## src/rtl/hs_bus_amba_axis_w2mif_rs_if.sv

```systemverilog
// -----------------------------------------------------------------------------
// hs_bus_amba_axis_if
//   AXI-Stream bundle used by the interface-based bus fabric.
//   master modport: drives tvalid/payload/twakeup, samples tready.
//   slave modport : samples tvalid/payload/twakeup, drives tready.
// -----------------------------------------------------------------------------
interface hs_bus_amba_axis_if #(
  parameter int TDATA_WIDTH = 8,
  parameter int TID_WIDTH   = 1,
  parameter int TDEST_WIDTH = 1,
  parameter int TUSER_WIDTH = 1,
  parameter int TSTRB_WIDTH = TDATA_WIDTH / 8,
  parameter int TKEEP_WIDTH = TDATA_WIDTH / 8
);
  logic                   tvalid;
  logic                   tready;
  logic [TDATA_WIDTH-1:0] tdata;
  logic [TSTRB_WIDTH-1:0] tstrb;
  logic [TKEEP_WIDTH-1:0] tkeep;
  logic                   tlast;
  logic [TID_WIDTH-1:0]   tid;
  logic [TDEST_WIDTH-1:0] tdest;
  logic [TUSER_WIDTH-1:0] tuser;
  logic                   twakeup;

  modport master (
    output tvalid, tdata, tstrb, tkeep, tlast, tid, tdest, tuser, twakeup,
    input  tready
  );

  modport slave (
    input  tvalid, tdata, tstrb, tkeep, tlast, tid, tdest, tuser, twakeup,
    output tready
  );
endinterface

```

## src/rtl/hs_bus_amba_axis_w2mif_rs.sv

```systemverilog
// -----------------------------------------------------------------------------
// hs_bus_amba_axis_w2mif_rs
//   Registered wire-to-interface AXI-Stream adapter. Flat s_axis_* wires enter,
//   pass through STAGES full-throughput skid-buffer slices and leave on an
//   hs_bus_amba_axis_if master modport. STAGES=0 is a pure wire-through.
//
// Ports
//   clk, rst         clock, synchronous active-high reset
//   s_axis_*         flat AXI-Stream slave side (tready registered if STAGES>0)
//   m_axis_if        hs_bus_amba_axis_if.master output
//   pkt_cnt/beat_cnt m-side packet/beat counters (only with
//                    HS_AXIS_W2MIF_RS_PKT_CNT_EN defined)
// -----------------------------------------------------------------------------
module hs_bus_amba_axis_w2mif_rs #(
  parameter int TDATA_WIDTH = 8,
  parameter int TID_WIDTH   = 1,
  parameter int TDEST_WIDTH = 1,
  parameter int TUSER_WIDTH = 1,
  parameter int TSTRB_WIDTH = TDATA_WIDTH / 8,
  parameter int TKEEP_WIDTH = TDATA_WIDTH / 8,
  parameter int STAGES      = 1
) (
  input  logic                   clk,
  input  logic                   rst,
  input  logic                   s_axis_tvalid,
  output logic                   s_axis_tready,
  input  logic [TDATA_WIDTH-1:0] s_axis_tdata,
  input  logic [TSTRB_WIDTH-1:0] s_axis_tstrb,
  input  logic [TKEEP_WIDTH-1:0] s_axis_tkeep,
  input  logic                   s_axis_tlast,
  input  logic [TID_WIDTH-1:0]   s_axis_tid,
  input  logic [TDEST_WIDTH-1:0] s_axis_tdest,
  input  logic [TUSER_WIDTH-1:0] s_axis_tuser,
  input  logic                   s_axis_twakeup,
  hs_bus_amba_axis_if.master     m_axis_if
`ifdef HS_AXIS_W2MIF_RS_PKT_CNT_EN
  ,
  output logic [31:0]            pkt_cnt,
  output logic [31:0]            beat_cnt
`endif
);

  localparam int PW = TDATA_WIDTH + TSTRB_WIDTH + TKEEP_WIDTH + 1 +
                      TID_WIDTH + TDEST_WIDTH + TUSER_WIDTH;
  typedef logic [PW-1:0] payload_t;

  payload_t s_payload;
  payload_t m_payload;
  logic     m_valid;
  logic     m_ready;
  logic     any_valid;

  // The whole beat travels as one vector so fields can never skew.
  assign s_payload = {s_axis_tdata, s_axis_tstrb, s_axis_tkeep, s_axis_tlast,
                      s_axis_tid, s_axis_tdest, s_axis_tuser};

  generate
    if (STAGES == 0) begin : g_wire
      always_comb begin
        m_valid       = s_axis_tvalid;
        m_payload     = s_payload;
        s_axis_tready = m_ready;
        any_valid     = 1'b0;
      end
    end else begin : g_slices
      // Link k feeds slice k; link STAGES is the m side.
      logic [STAGES:0]   link_valid;
      logic [STAGES:0]   link_ready;
      payload_t          link_data [STAGES+1];
      logic [STAGES-1:0] slice_busy;

      assign link_valid[0]      = s_axis_tvalid;
      assign link_data[0]       = s_payload;
      assign s_axis_tready      = link_ready[0];
      assign m_valid            = link_valid[STAGES];
      assign m_payload          = link_data[STAGES];
      assign link_ready[STAGES] = m_ready;
      assign any_valid          = |slice_busy;

      for (genvar k = 0; k < STAGES; k++) begin : g_slice
        logic     main_valid, skid_valid, up_ready;
        payload_t main_data, skid_data;
        logic     in_fire, main_free, skid_load;
        logic     main_valid_n, skid_valid_n;

        assign in_fire   = link_valid[k] & up_ready;
        // Main may take a new beat when empty or emptying on this edge.
        assign main_free = ~main_valid | link_ready[k+1];
        // A beat parks in skid only when main is occupied by an older beat
        // (main held, or main about to reload from skid).
        assign skid_load = in_fire & (~main_free | skid_valid);

        always_comb begin
          main_valid_n = main_free ? (skid_valid | in_fire) : 1'b1;
          skid_valid_n = skid_load | (skid_valid & ~main_free);
        end

        // NOTE: non-blocking assignments keep every slice sampling the
        // pre-edge state of its neighbours, so the chain shifts cleanly.
        always_ff @(posedge clk) begin
          if (rst) begin
            main_valid <= 1'b0;
            skid_valid <= 1'b0;
            up_ready   <= 1'b0;
          end else begin
            main_valid <= main_valid_n;
            skid_valid <= skid_valid_n;
            up_ready   <= ~skid_valid_n;
          end
        end

        // NOTE: payload registers carry no reset; they are ignored while the
        // matching valid bit is low, which keeps the reset net off the wide data.
        always_ff @(posedge clk) begin
          if (main_free) begin
            if (skid_valid)   main_data <= skid_data;
            else if (in_fire) main_data <= link_data[k];
          end
          if (skid_load) skid_data <= link_data[k];
        end

        assign link_ready[k]   = up_ready;
        assign link_valid[k+1] = main_valid;
        assign link_data[k+1]  = main_data;
        assign slice_busy[k]   = main_valid | skid_valid;
      end
    end
  endgenerate

  assign m_axis_if.tvalid  = m_valid;
  assign m_ready           = m_axis_if.tready;
  assign {m_axis_if.tdata, m_axis_if.tstrb, m_axis_if.tkeep, m_axis_if.tlast,
          m_axis_if.tid, m_axis_if.tdest, m_axis_if.tuser} = m_payload;
  // Wake stays asserted as long as anything is still in flight.
  assign m_axis_if.twakeup = s_axis_twakeup | any_valid;

`ifdef HS_AXIS_W2MIF_RS_PKT_CNT_EN
  logic m_fire;
  assign m_fire = m_valid & m_ready;

  always_ff @(posedge clk) begin
    if (rst) begin
      pkt_cnt  <= '0;
      beat_cnt <= '0;
    end else if (m_fire) begin
      beat_cnt <= beat_cnt + 32'd1;
      if (m_axis_if.tlast) pkt_cnt <= pkt_cnt + 32'd1;
    end
  end
`endif

endmodule

```

## src/flat_wrapper.sv

```systemverilog
// flat-port wrapper written by rule: the top's interface ports become plain ports
module hs_bus_amba_axis_w2mif_rs_flat 
#(
  parameter int TDATA_WIDTH = 8,
  parameter int TID_WIDTH   = 1,
  parameter int TDEST_WIDTH = 1,
  parameter int TUSER_WIDTH = 1,
  parameter int TSTRB_WIDTH = TDATA_WIDTH / 8,
  parameter int TKEEP_WIDTH = TDATA_WIDTH / 8,
  parameter int STAGES      = 1
)
  (clk, rst, s_axis_tvalid, s_axis_tready, s_axis_tdata, s_axis_tstrb, s_axis_tkeep, s_axis_tlast, s_axis_tid, s_axis_tdest, s_axis_tuser, s_axis_twakeup, m_axis_if_tvalid, m_axis_if_tdata, m_axis_if_tstrb, m_axis_if_tkeep, m_axis_if_tlast, m_axis_if_tid, m_axis_if_tdest, m_axis_if_tuser, m_axis_if_twakeup, m_axis_if_tready);
  hs_bus_amba_axis_if #(.TDATA_WIDTH(TDATA_WIDTH), .TID_WIDTH(TID_WIDTH), .TDEST_WIDTH(TDEST_WIDTH), .TUSER_WIDTH(TUSER_WIDTH), .TSTRB_WIDTH(TSTRB_WIDTH), .TKEEP_WIDTH(TKEEP_WIDTH)) m_axis_if_i ();
  input  logic clk;
  input  logic rst;
  input  logic s_axis_tvalid;
  output logic s_axis_tready;
  input  logic [TDATA_WIDTH-1:0] s_axis_tdata;
  input  logic [TSTRB_WIDTH-1:0] s_axis_tstrb;
  input  logic [TKEEP_WIDTH-1:0] s_axis_tkeep;
  input  logic s_axis_tlast;
  input  logic [TID_WIDTH-1:0] s_axis_tid;
  input  logic [TDEST_WIDTH-1:0] s_axis_tdest;
  input  logic [TUSER_WIDTH-1:0] s_axis_tuser;
  input  logic s_axis_twakeup;
  output wire logic [$bits(m_axis_if_i.tvalid)-1:0] m_axis_if_tvalid;
  output wire logic [$bits(m_axis_if_i.tdata)-1:0] m_axis_if_tdata;
  output wire logic [$bits(m_axis_if_i.tstrb)-1:0] m_axis_if_tstrb;
  output wire logic [$bits(m_axis_if_i.tkeep)-1:0] m_axis_if_tkeep;
  output wire logic [$bits(m_axis_if_i.tlast)-1:0] m_axis_if_tlast;
  output wire logic [$bits(m_axis_if_i.tid)-1:0] m_axis_if_tid;
  output wire logic [$bits(m_axis_if_i.tdest)-1:0] m_axis_if_tdest;
  output wire logic [$bits(m_axis_if_i.tuser)-1:0] m_axis_if_tuser;
  output wire logic [$bits(m_axis_if_i.twakeup)-1:0] m_axis_if_twakeup;
  input wire logic [$bits(m_axis_if_i.tready)-1:0] m_axis_if_tready;
  assign m_axis_if_tvalid = m_axis_if_i.tvalid;
  assign m_axis_if_tdata = m_axis_if_i.tdata;
  assign m_axis_if_tstrb = m_axis_if_i.tstrb;
  assign m_axis_if_tkeep = m_axis_if_i.tkeep;
  assign m_axis_if_tlast = m_axis_if_i.tlast;
  assign m_axis_if_tid = m_axis_if_i.tid;
  assign m_axis_if_tdest = m_axis_if_i.tdest;
  assign m_axis_if_tuser = m_axis_if_i.tuser;
  assign m_axis_if_twakeup = m_axis_if_i.twakeup;
  assign m_axis_if_i.tready = m_axis_if_tready;
  hs_bus_amba_axis_w2mif_rs #(.TDATA_WIDTH(TDATA_WIDTH), .TID_WIDTH(TID_WIDTH), .TDEST_WIDTH(TDEST_WIDTH), .TUSER_WIDTH(TUSER_WIDTH), .TSTRB_WIDTH(TSTRB_WIDTH), .TKEEP_WIDTH(TKEEP_WIDTH), .STAGES(STAGES)) u_core (.clk(clk), .rst(rst), .s_axis_tvalid(s_axis_tvalid), .s_axis_tready(s_axis_tready), .s_axis_tdata(s_axis_tdata), .s_axis_tstrb(s_axis_tstrb), .s_axis_tkeep(s_axis_tkeep), .s_axis_tlast(s_axis_tlast), .s_axis_tid(s_axis_tid), .s_axis_tdest(s_axis_tdest), .s_axis_tuser(s_axis_tuser), .s_axis_twakeup(s_axis_twakeup), .m_axis_if(m_axis_if_i));
endmodule
```

## config.mk

```make
export PLATFORM = sky130hd
export DESIGN_NAME = hs_bus_amba_axis_w2mif_rs_flat
export DESIGN_NICKNAME = d
export VERILOG_FILES = /design/src/rtl/hs_bus_amba_axis_w2mif_rs_if.sv /design/src/rtl/hs_bus_amba_axis_w2mif_rs.sv /design/src/flat_wrapper.sv
export SDC_FILE = /design/constraint.sdc
export NUM_CORES = 1
export LEC_CHECK = 0
export CORE_UTILIZATION = 59
export CTS_CLUSTER_DIAMETER = 60
export DETAILED_ROUTE_END_ITERATION = 7
export DONT_BUFFER_PORTS = 1
export GPL_ROUTABILITY_DRIVEN = 0
export PLACE_DENSITY = 0.8
export SETUP_SLACK_MARGIN = 0.02
export SLEW_MARGIN = 20
export SYNTH_ARGS = -nofsm -noshare
export SYNTH_HDL_FRONTEND = slang
export SYNTH_SLANG_ARGS = --single-unit
```

## constraint.sdc

```tcl
create_clock -name clk -period 2.3 [get_ports clk]
set_clock_uncertainty 0.15 [all_clocks]
set_input_delay 0.23 -clock clk [delete_from_list [all_inputs] [get_ports clk]]
set_output_delay 0.23 -clock clk [all_outputs]
set_load 0.01 [all_outputs]
```

# == Word level (Yosys, flattened, before mapping) ==
# Index checks and enable logic that the tools add are counted.
# totals
register_bits,31
out_inout_bits,17
# classes
mux,3
bitwise_logic,12
reduce_logical,2
# ops
op,n
$mux 14,2
$or 1x1->1,6
$and 1x1->1,3
$not 1->1,3
$reduce_and 2->1,1
$reduce_bool 2->1,1
$mux 1,1

# == Depth between registers and ports, before layout ==
# logic_depth
ltp_word,7
depth_mapped,4
depth_no_buf,3

# == Worst setup path before layout ==
# OpenSTA, ideal clock, no wires.
# synth_path
kind,register to register
startpoint,register u_core.g_slices.g_slice[0].skid_valid
endpoint,register u_core.g_slices.g_slice[0].skid_data[0] (enable)
setup_ns,0.384
t_arrival_ns,1.269
setup_slack_ns,0.497
path_stages_with_launch,5
path_buffers,2
cell_sequence,dfxtp_1 > buf_6 > buf_6 > nor2_1 > nor2_1
# synth_via
elab_chain_cells,2
# synth_rtl
element,line_no,rtl
from (decl),hs_bus_amba_axis_w2mif_rs.sv:81,"logic main_valid, skid_valid, up_ready;"
from (signal assigned),hs_bus_amba_axis_w2mif_rs.sv:107,skid_valid <= skid_valid_n;
$or 1x1->1,hs_bus_amba_axis_w2mif_rs.sv:91,assign skid_load = in_fire & (~main_free | skid_valid);
$and 1x1->1,hs_bus_amba_axis_w2mif_rs.sv:91,
via u_core.g_slices.g_slice[0].skid_load,hs_bus_amba_axis_w2mif_rs.sv:83,"logic in_fire, main_free, skid_load;"
to (signal assigned),hs_bus_amba_axis_w2mif_rs.sv:119,if (skid_load) skid_data <= link_data[k];
to (decl),hs_bus_amba_axis_w2mif_rs.sv:82,"payload_t main_data, skid_data;"
# The timed path passes the listed nets, and every way through them passes these cells.
# A chain may end at the register's enable or synchronous reset.

# == Worst setup path after layout ==
# layout_path
startpoint,register u_core.g_slices.g_slice[0].skid_valid
endpoint,output m_axis_if_twakeup
# layout_via
elab_chain_cells,2
# layout_rtl
element,line_no,rtl
$or 1x1->1,hs_bus_amba_axis_w2mif_rs.sv:125,assign slice_busy[k] = main_valid | skid_valid;
$or 1x1->1,hs_bus_amba_axis_w2mif_rs.sv:135,assign m_axis_if.twakeup = s_axis_twakeup | any_valid;
to (decl),flat_wrapper.sv:34,output wire logic [$bits(m_axis_if_i.twakeup)-1:0] m_axis_if_twakeup;
# Every way passes these cells.

==> impl_table.tex <==
\begin{tabular}{lr}
\hline
Metric & Value \\
\hline
\multicolumn{2}{l}{\textbf{Synthesis}} \\
Net Count, Synth & 78 \\
\#FFs+latches synth & 31 \\
Post-synthesis adder-cell area fraction & 0.944\% \\
Post-synthesis mux area share & 15.7\% \\
Post-synthesis compound-gate area fraction & 0.420\% \\
Synthesized instance count & 59 \\
Main combinational cell family by area after synthesis & multiplexers \\
Cell types with the largest area share after synthesis & sky130\_fd\_sc\_hd\_\_edfxtp\_1 (71\%), sky130\_fd\_sc\_hd\_\_mux2\_4 (10\%), sky130\_fd\_sc\_hd\_\_mux2\_2 (5.7\%) \\
Sequential share of the synthesized area & 75.6\% \\
XOR/XNOR Fraction of Synth Area & 0\% \\
Synth Warn \# & 0 \\
Post-Synthesis Cell Area & 1190 um\^{}2 \\
Portion of synthesized cell area occupied by the leading cell type & 70.5\% \\
Count of different cell masters after synthesis & 12 \\
Simple-gate portion of the synthesized area & 5.46\% \\
Average size of a mapped cell & 20.2 um\^{}2 \\
Cell type contributing the most total cell area after synthesis & sky130\_fd\_sc\_hd\_\_edfxtp\_1 \\
\multicolumn{2}{l}{\textbf{Final layout}} \\
Area of the multi-input gates & 269 um\^{}2 \\
Layout filler cell count & 106 \\
Most frequent cells in the layout & sky130\_fd\_sc\_hd\_\_edfxtp\_1 (28), sky130\_fd\_sc\_hd\_\_dlygate4sd3\_1 (16), sky130\_fd\_sc\_hd\_\_mux2\_4 (8) \\
Fraction of layout cells with a size suffix above 1 & 34.1\% \\
Register area & 901 um\^{}2 \\
Area Growth Syn to Fin & 21.7\% \\
Final antenna diode count & 0 \\
\# nets final & 103 \\
Most common cell after layout, fill and taps aside & sky130\_fd\_sc\_hd\_\_edfxtp\_1 \\
\multicolumn{2}{l}{\textbf{Min path}} \\
Worst hold-check path type & in -> reg \\
Cells on Worst Hold Path & 3 \\
WHS Endpoint & u\_core.m\_axis\_if.tvalid \\
Worst hold path startpoint & m\_axis\_if\_tready \\
\multicolumn{2}{l}{\textbf{Clocking}} \\
Clock latency on the worst-skew pair & 0.31 ns \\
Clock sinks & 31 \\
Total clock buffers created by CTS & 5 \\
Clock input transition at the sequential cells of the worst setup and hold paths & 0.09 ns \\
Longest Clk Path Bufs & 2 \\
Root Buffer & sky130\_fd\_sc\_hd\_\_clkbuf\_4 \\
TritonCTS clock tree & built \\
H-tree depth & 2 \\
\multicolumn{2}{l}{\textbf{Power and ir drop}} \\
Cell internal power dissipation & 0.822 mW \\
Part of the total power dissipated in sequential elements & 62.7\% \\
Static Leakage & 0.512 nW \\
Power share of the clock group & 31.0\% \\
Share of power burned in combinational logic & 6.3\% \\
Switching Fraction & 20.5\% \\
Switching Power & 0.212 mW \\
Power Density & 713 nW/um\^{}2 \\
Worst supply voltage drop on vdd & 0.556 mV \\
\multicolumn{2}{l}{\textbf{Timing}} \\
Final worst-path cycle share & 70.2\% \\
Endpoints failing setup & 0 \\
Setup WS post-layout & 0.685 ns \\
Final Critical Period & 1.61 ns \\
Slew Viols, Final & 0 \\
Hold\_ws & 0.0218 ns \\
Worst Tran Pin Value & 0.433 ns \\
Max Fclk & 619 MHz \\
Fin Setup TNS & 0 ns \\
Setup repair after global routing missed its margin & no \\
Headroom to the max-slew limit & 71.1\% \\
Number of failing hold endpoints at the final stage & 0 \\
\multicolumn{2}{l}{\textbf{Critical path}} \\
Worst setup slack for register-to-register paths & 0.69 ns \\
Category of the worst setup path launch point & flop \\
Data arrival, critical path & 1.23 ns \\
CP peak stage delay & 0.48 ns \\
Critical Path RT & 1.92 ns \\
Crit path max-delay cell type & sky130\_fd\_sc\_hd\_\_or3\_1 \\
Reg2Reg Depth & 2 \\
Startpoint of the worst register-to-register path & u\_core.g\_slices.g\_slice[0].skid\_valid \\
CP max FO & 11 \\
CP Cell Sequence & or3\_1 \\
Startpoint-to-endpoint class of the critical path & reg -> out \\
Worst path top cell family by delay & simple AND/OR/NAND/NOR gates \\
Kind of end point of the critical path & output port \\
Number of buffers and inverters on the critical path & 0 \\
Launching instance or port of the critical path & u\_core.g\_slices.g\_slice[0].skid\_valid \\
R2r endpoint & u\_core.g\_slices.g\_slice[0].main\_data[6] \\
\multicolumn{2}{l}{\textbf{Routing}} \\
Routed vias & 595 \\
Number of DRC markers in iteration 0 & 6 \\
Routed wire per std cell & 17.6 um \\
Number of iterations in the first detailed-routing pass & 4 \\
Vias per std cell & 5.41 \\
Remaining design rule violation count & 0 \\
Total wire length after detailed routing & 1940 um \\
Number of antenna-violating nets in the routed design & 0 \\
\multicolumn{2}{l}{\textbf{Floorplanning}} \\
Height of the chip & 47.0 um \\
Die width & 47.0 um \\
Core Region & 1800 um\^{}2 \\
Top-Level Pins & 36 \\
Initial core utilization & 66.2\% \\
Area enclosed by the die boundary & 2200 um\^{}2 \\
Core Rows & 15 \\
\multicolumn{2}{l}{\textbf{Job}} \\
Maximum capacitance violations & 0 \\
\multicolumn{2}{l}{\textbf{Placement}} \\
Post-DP HPWL & 1140 um \\
Worst-case setup slack after placement & 0.736 ns \\
Count of input and output buffers & 0 \\
\multicolumn{2}{l}{\textbf{GRT}} \\
Antenna violations before repair & 0 \\
Total grt overflow & 0 \\
Maximum number of pins on one net before global-route repair & 15 \\
Vias in the first global route & 594 \\
All-layer global routing usage & 20.8\% \\
Global-route wire length before repair & 2910 um \\
\multicolumn{2}{l}{\textbf{Status}} \\
Run status & completed \\
\hline
\end{tabular}
-- repair_timing --
item                      4_1_cts  5_1_grt
buffers inserted                0        0
hold buffers                   16        0
hold endpoints to repair       31        0
gates resized for setup         0        0
-- metrics by stage --
stage                     instances  utilization (%)  total power [mW]  area (um^2)
final                           110             80.6              1.03         1450
after global routing            110             80.6              1.08         1450
after CTS                       110             80.6              1.04         1450
after detailed placement         86             68.3             0.699         1230
after global placement           86             68.3             0.697         1230
after floorplan                  59                -             0.690         1190
-- how the worst max path moves through the flow --
| stage | end | slack [ns] | depth (start not counted) |
|---|---|---|---|
| after CTS | m_axis_if_twakeup | 0.69 | 1 |
| after detailed placement | u_core.g_slices.g_slice[0].main_data[6] | 0.74 | 2 |
| after floorplan | u_core.g_slices.g_slice[0].skid_data[0] | 0.50 | 4 |
| after global placement | u_core.g_slices.g_slice[0].main_data[6] | 0.77 | 2 |
| final | m_axis_if_twakeup | 0.69 | 1 |
| after global routing | m_axis_if_twakeup | 0.65 | 1 |
-- cell families after synthesis --
group / count (synthesis)
compound gates: 1
fa+ha+maj: 1
buf+inv: 2
flops: 31
mux: 14
simple gates: 10
-- registers in the layout, indices dropped and copies added, names as in the netlist --
register / count
u_core.g_slices.g_slice.main_data: 14
u_core.g_slices.g_slice.skid_data: 14
u_core.g_slices.g_slice.skid_valid: 1
u_core.m_axis_if.tvalid: 1
u_core.s_axis_tready: 1
-- synthesized netlist by cell type --
library cell               number
sky130_fd_sc_hd__edfxtp_1      28
sky130_fd_sc_hd__mux2_4         8
sky130_fd_sc_hd__mux2_2         6
sky130_fd_sc_hd__nor2_1         5
sky130_fd_sc_hd__dfxtp_1        3
sky130_fd_sc_hd__buf_6          2
sky130_fd_sc_hd__nor2b_4        2
sky130_fd_sc_hd__a21oi_1        1
sky130_fd_sc_hd__and2_4         1
sky130_fd_sc_hd__maj3_2         1
sky130_fd_sc_hd__nand2_1        1
sky130_fd_sc_hd__or3_1          1
-- power groups by stage --
stage / Clock (mW) / Sequential (mW) / Combinational, mW
detailed placement: 0 / 0.661 / 0.0379
global route: 0.355 / 0.651 / 0.0699
CTS: 0.327 / 0.648 / 0.0642
finish: 0.321 / 0.648 / 0.0652
floorplan: 0 / 0.659 / 0.0316
global placement: 0 / 0.660 / 0.0367
-- area by class of cell --
class / count / share of cell area (%)
sequential: 31 / 62.1
multi-input combinational: 26 / 18.5
timing repair buffer: 20 / 13.1
clock buffer: 7 / 3.79
tap: 25 / 2.16
clock inverter: 1 / 0.345
-- layer usage --
metal	track usage [%]	part of all wire [%]	vias to the layer above
li1	-	-	274
met5	0	0	-
met1	24.4	40	291
met2	34.4	53	26
met3	6.92	5.6	4
met4	10.3	1.4	0
Note: power is estimated with default switching activity, not from simulation.
